===== src/rtl/reset_seq_ctrl.sv =====
// Multi-domain reset sequencer: hold, clock-gate, staggered domain release, tail, done.
// Optional per-domain release mask enabled by defining RESET_SEQ_DOMAIN_MASK_EN.
module reset_seq_ctrl #(
   parameter int NUM_DOM      = 4,
   parameter int MIN_RST_CYC  = 5,
   parameter int CLK_TREE_CYC = 7,
   parameter int STAGGER_CYC  = 2,
   parameter int RST_TREE_CYC = 8
) (
   input  logic               clk,
   input  logic               reset,
   input  logic               sw_rst_req_i,
`ifdef RESET_SEQ_DOMAIN_MASK_EN
   input  logic [NUM_DOM-1:0] dom_mask_i,
`endif
   output logic               gate_clk_o,
   output logic [NUM_DOM-1:0] release_reset_o,
   output logic               seq_done_o
);

   localparam int MAX_HG  = (MIN_RST_CYC > CLK_TREE_CYC) ? MIN_RST_CYC : CLK_TREE_CYC;
   localparam int MAX_ST  = (STAGGER_CYC > RST_TREE_CYC) ? STAGGER_CYC : RST_TREE_CYC;
   localparam int MAX_ALL = (MAX_HG > MAX_ST) ? MAX_HG : MAX_ST;
   localparam int CNT_W   = $clog2(MAX_ALL + 1);

   localparam logic [CNT_W-1:0] HOLD_LD = CNT_W'(MIN_RST_CYC - 1);
   localparam logic [CNT_W-1:0] GATE_LD = CNT_W'(CLK_TREE_CYC - 1);
   localparam logic [CNT_W-1:0] STAG_LD = CNT_W'(STAGGER_CYC - 1);
   localparam logic [CNT_W-1:0] TAIL_LD = CNT_W'(RST_TREE_CYC - 1);

   localparam logic [2:0] S_HOLD    = 3'd0;
   localparam logic [2:0] S_GATE    = 3'd1;
   localparam logic [2:0] S_RELEASE = 3'd2;
   localparam logic [2:0] S_TAIL    = 3'd3;
   localparam logic [2:0] S_DONE    = 3'd4;

   if (NUM_DOM < 1 || NUM_DOM > 32) begin : g_bad_num_dom
      $error("reset_seq_ctrl: NUM_DOM must be in 1..32");
   end
   if (MIN_RST_CYC < 1 || CLK_TREE_CYC < 1 || STAGGER_CYC < 1 || RST_TREE_CYC < 1) begin : g_bad_cyc
      $error("reset_seq_ctrl: all cycle parameters must be >= 1");
   end

   logic [2:0]         state_reg, state_next;
   logic [CNT_W-1:0]   cnt_reg, cnt_next;
   logic [NUM_DOM-1:0] pend_reg, pend_next;
   logic [NUM_DOM-1:0] rel_reg, rel_next;
   logic               gate_reg, gate_next;
   logic               done_reg, done_next;

   logic [NUM_DOM-1:0] init_pend;
   logic [NUM_DOM-1:0] step_src;
   logic [NUM_DOM-1:0] step_low;
   logic [NUM_DOM-1:0] step_rem;

   // Domains still waiting for release; the mask is captured as this set on GATE exit.
`ifdef RESET_SEQ_DOMAIN_MASK_EN
   assign init_pend = ~dom_mask_i;
`else
   assign init_pend = '1;
`endif

   assign step_src = (state_reg == S_GATE) ? init_pend : pend_reg;
   assign step_low = step_src & ~(step_src - NUM_DOM'(1));
   assign step_rem = step_src & (step_src - NUM_DOM'(1));

   always_comb begin
      state_next = state_reg;
      cnt_next   = cnt_reg;
      pend_next  = pend_reg;
      rel_next   = rel_reg;
      gate_next  = gate_reg;
      done_next  = done_reg;
      case (state_reg)
         S_HOLD: begin
            if (cnt_reg == '0) begin
               state_next = S_GATE;
               cnt_next   = GATE_LD;
               gate_next  = 1'b1;
            end else begin
               cnt_next = cnt_reg - CNT_W'(1);
            end
         end
         S_GATE, S_RELEASE: begin
            if (cnt_reg == '0) begin
               // Release the lowest pending domain; the last one (or none) enters TAIL.
               rel_next  = rel_reg | step_low;
               pend_next = step_rem;
               if (step_rem == '0) begin
                  state_next = S_TAIL;
                  cnt_next   = TAIL_LD;
               end else begin
                  state_next = S_RELEASE;
                  cnt_next   = STAG_LD;
               end
            end else begin
               cnt_next = cnt_reg - CNT_W'(1);
            end
         end
         S_TAIL: begin
            if (cnt_reg == '0) begin
               state_next = S_DONE;
               gate_next  = 1'b0;
               done_next  = 1'b1;
            end else begin
               cnt_next = cnt_reg - CNT_W'(1);
            end
         end
         S_DONE: begin
            if (sw_rst_req_i) begin
               state_next = S_HOLD;
               cnt_next   = HOLD_LD;
               pend_next  = '0;
               rel_next   = '0;
               gate_next  = 1'b0;
               done_next  = 1'b0;
            end
         end
         default: begin
            state_next = S_HOLD;
            cnt_next   = HOLD_LD;
            pend_next  = '0;
            rel_next   = '0;
            gate_next  = 1'b0;
            done_next  = 1'b0;
         end
      endcase
   end

   always_ff @(posedge clk or posedge reset) begin
      if (reset) begin
         state_reg <= S_HOLD;
         cnt_reg   <= HOLD_LD;
         pend_reg  <= '0;
         rel_reg   <= '0;
         gate_reg  <= 1'b0;
         done_reg  <= 1'b0;
      end else begin
         state_reg <= state_next;
         cnt_reg   <= cnt_next;
         pend_reg  <= pend_next;
         rel_reg   <= rel_next;
         gate_reg  <= gate_next;
         done_reg  <= done_next;
      end
   end

   assign gate_clk_o      = gate_reg;
   assign release_reset_o = rel_reg;
   assign seq_done_o      = done_reg;

endmodule

===== config.mk =====
export PLATFORM = sky130hd
export DESIGN_NAME = reset_seq_ctrl
export DESIGN_NICKNAME = d
export VERILOG_FILES = /design/src/rtl/reset_seq_ctrl.sv
export SDC_FILE = /design/constraint.sdc
export NUM_CORES = 1
export LEC_CHECK = 0
export BUFFER_PORTS_ARGS = -buffer_cell sky130_fd_sc_hd__buf_2
export CORE_MARGIN = 10
export CORE_UTILIZATION = 50
export CTS_CLUSTER_SIZE = 8
export DETAILED_ROUTE_END_ITERATION = 10
export GPL_TIMING_DRIVEN = 0
export PLACE_DENSITY = 0.72
export SYNTH_ARGS = -nofsm -noshare
export SYNTH_HDL_FRONTEND = slang
export SYNTH_SLANG_ARGS = --single-unit

===== constraint.sdc =====
create_clock -name clk -period 1.8 [get_ports clk]
set_clock_uncertainty 0.15 [all_clocks]
set_input_delay 0.18 -clock clk [delete_from_list [all_inputs] [get_ports clk]]
set_output_delay 0.18 -clock clk [all_outputs]
set_load 0.02 [all_outputs]

==> results.md <==
* Outcome: finished, final reports clean
* Final Setup Violations at 0
* Number of cells on the critical path at 5
* Worst-path maximum fanout at 9
* Remaining Overflow, GRT at 0
* Most frequent cells in the layout: dfrtp_1 (15), buf_2 (12), nand2_1 (8)
* PortBufs at 8
* Routed vias/inst at 5.686
* Worst path max stage delay at 0.47 ns
* Core area at 1745 um2
* Synthesis warning total at 0
* Drt wl/cell at 15.12 um
* Vias at 779
* CTS Sinks at 16
* Pre-antenna DRT Iters at 4
* R2r endpoint: cnt_reg[1]
* Post-synth net total at 100
* Hold wc startpoint: sw_rst_req_i
* Synth Flop Type: dfrtp_1
* Worst hold path type: in -> reg
* Row count at 15
* Die footprint at 4013 um2
* P_leak at 0.5094 nW
* Mean Syn Cell Area at 9.788 um2
* Cell Area, Placed at 1011 um2
* Num CTS Buffers at 3
* Fin. max-slew vios at 0
* Most common cell after layout, fill and taps aside: dfrtp_1
* Final Cycle Share at 0.9638
* Fraction of layout cells with a size suffix above 1 at 0.2679
* WP data required at 1.86 ns
* Detail Route Antenna Nets at 0
* Final net count at 117
* Area grow syn2layout at 17.44%
* Critical path class: reg -> reg
* Synth unique cells at 42
* N_diodes at 0
* CP Cell Sequence: inv_2 -> ha_4 -> or4b_4 -> a211o_1 -> o211ai_1
* Min cycle time layout at 1.735 ns
* Top achievable clock speed at 0.5764 GHz
* Worst r2r src: cnt_reg[0]
* Seq/Total Area, Yosys at 0.4274
* Slew headroom at 0.5078
* Layout fillers at 152
* Setup crit end kind: flip-flop
* CP arrival at 1.80 ns
* Drt total wl at 2071 um
* Total track usage at 0.1012
* Final Hold Slack at 0.1193 ns
* Post-Syn Area at 939.7 um2
* Final worst slack at 0.06512 ns
* Vias in the first global route at 753
* VDD IR max at 844.9 uV
* Htree depth at 1
* CTS tree: built
* Hold Fails Final Rpt at 0
* Critical path launch point: cnt_reg[0]
* Place WS at -0.1065 ns
* FFs w/ async S/R, synth at 1.000
* Slowest CP cell: or4b_4
* Routability cong. at 0.8109
* Clock Tree Buf Depth at 2
* Starting Density at 0.5384
* Pin count of the biggest net entering global routing at 17
* Reg-to-reg slack, setup at 0.07 ns
* Worst setup SP type: flip-flop
* Detailed placement HPWL at 1448 um
* Initial antenna violation count at 0
* Die Wd at 63.35 um
* Synth Register Bits at 16
* Max_cap viols at 0
* Final core occ at 0.6323
* Clk pin slew, worst setup/hold paths at 0.10 ns
* Worst-skew pair later-pin latency at 0.29 ns
* Post-synthesis cell count at 96
* Buf+Inv Stages, Crit Path at 1
* Worst Max-Slew Pin Slew at 0.7320 ns
* PwrDens at 1684 nW/um2
* CTS Root Cell: clkbuf_4
* IO Pins at 9
* R2R depth at 5
* Die height at 63.35 um
* Final instance area at 1104 um2
* Cell family with most CP delay: simple AND/OR/NAND/NOR gates
* Number of synthesized flops with an enable pin at 0
* First-pass GRT wire length at 3381 um
* Initial DRC count at 19
* Worst setup endpoint: cnt_reg[1]
* DRC violations left at 0
-- how the worst min path moves through the flow --
stage / endpoint / cells past startpoint
global route: cnt_reg[0] / 4
CTS: cnt_reg[0] / 4
floorplan: cnt_reg[0] / 1
finish: cnt_reg[0] / 4
global placement: pend_reg[3] / 2
detailed placement: pend_reg[3] / 2
-- power by group --
| part | switching (mW) | internal [mW] |
|---|---|---|
| registers | 0.140 | 0.510 |
| clock network | 0.116 | 0.123 |
| logic | 0.505 | 0.464 |
-- cell families (layout without fill, tap and decap cells) --
family                     after synthesis  count (layout)  synth area share
and+or+nand+nor                         35              35            0.2384
AOI/OAI and AO/OA                       26              26            0.2104
DFF                                     16              16            0.4274
buffers and inverters                   14              30           0.06924
adders and majority gates                2               2           0.02397
xor gates and xnor gates                 2               2           0.01865
muxes                                    1               1           0.01198
-- routing by layer --
layer | GRT usage | routed length (um)
met4 | 0.06011 | 39
met5 | 0 | 0
met2 | 0.1558 | 967
met1 | 0.1207 | 979
met3 | 0.03004 | 85
-- worst register-to-register path, delay by kind of cell, from the launching register on --
kind,cells,cell delay (ns)
compound gates,2,0.36
flops,1,0.42
fa+ha+maj,1,0.17
buf+inv,1,0.09
simple gates,1,0.47
-- final cells by class --
cell class	count	area [um2]	area share
repair buffers	12	72.57	0.06576
multi-input cells	66	496.7	0.4501
well taps	25	31.28	0.02834
plain buffers	6	35.03	0.03175
clock buffers	4	36.28	0.03288
flip-flops and latches	16	401.6	0.3639
inverters	8	30.03	0.02721
-- per-stage QoR --
stage | power [mW] | TNS [ns] | instances
CTS | 1.787 | 0 | 134
floorplan | 1.302 | 0 | 96
finish | 1.859 | 0 | 137
global route | 2.014 | -0.005624 | 137
detailed placement | 1.511 | -0.3303 | 129
global placement | 1.480 | -0.2371 | 129
-- timing repair --
item | CTS | global route
pin swaps | 0 | 2
resized for setup | 3 | 3
hold endpoints to repair | 15 | 0
hold buffers | 1 | 0
endpoints found under the setup margin | 7 | 5
setup buffers | 0 | 3
-- cells in the mapped netlist (2+ instances only) --
cell	n	area [um2]
nand2_1	8	30.03
dfrtp_1	15	375.4
buf_2	4	20.02
nand2b_1	2	12.51
a22oi_1	3	22.52
o31ai_1	2	15.01
o211ai_1	2	15.01
o21ai_0	3	15.01
nor3_1	2	10.01
o311ai_1	2	17.52
a211o_1	2	17.52
xnor2_1	2	17.52
and4bb_2	2	25.02
o21ai_1	2	10.01
inv_1	8	30.03
or3b_1	2	17.52
nor2b_1	6	37.54
nor2_1	5	18.77
Note: power is estimated with default switching activity, not from simulation.
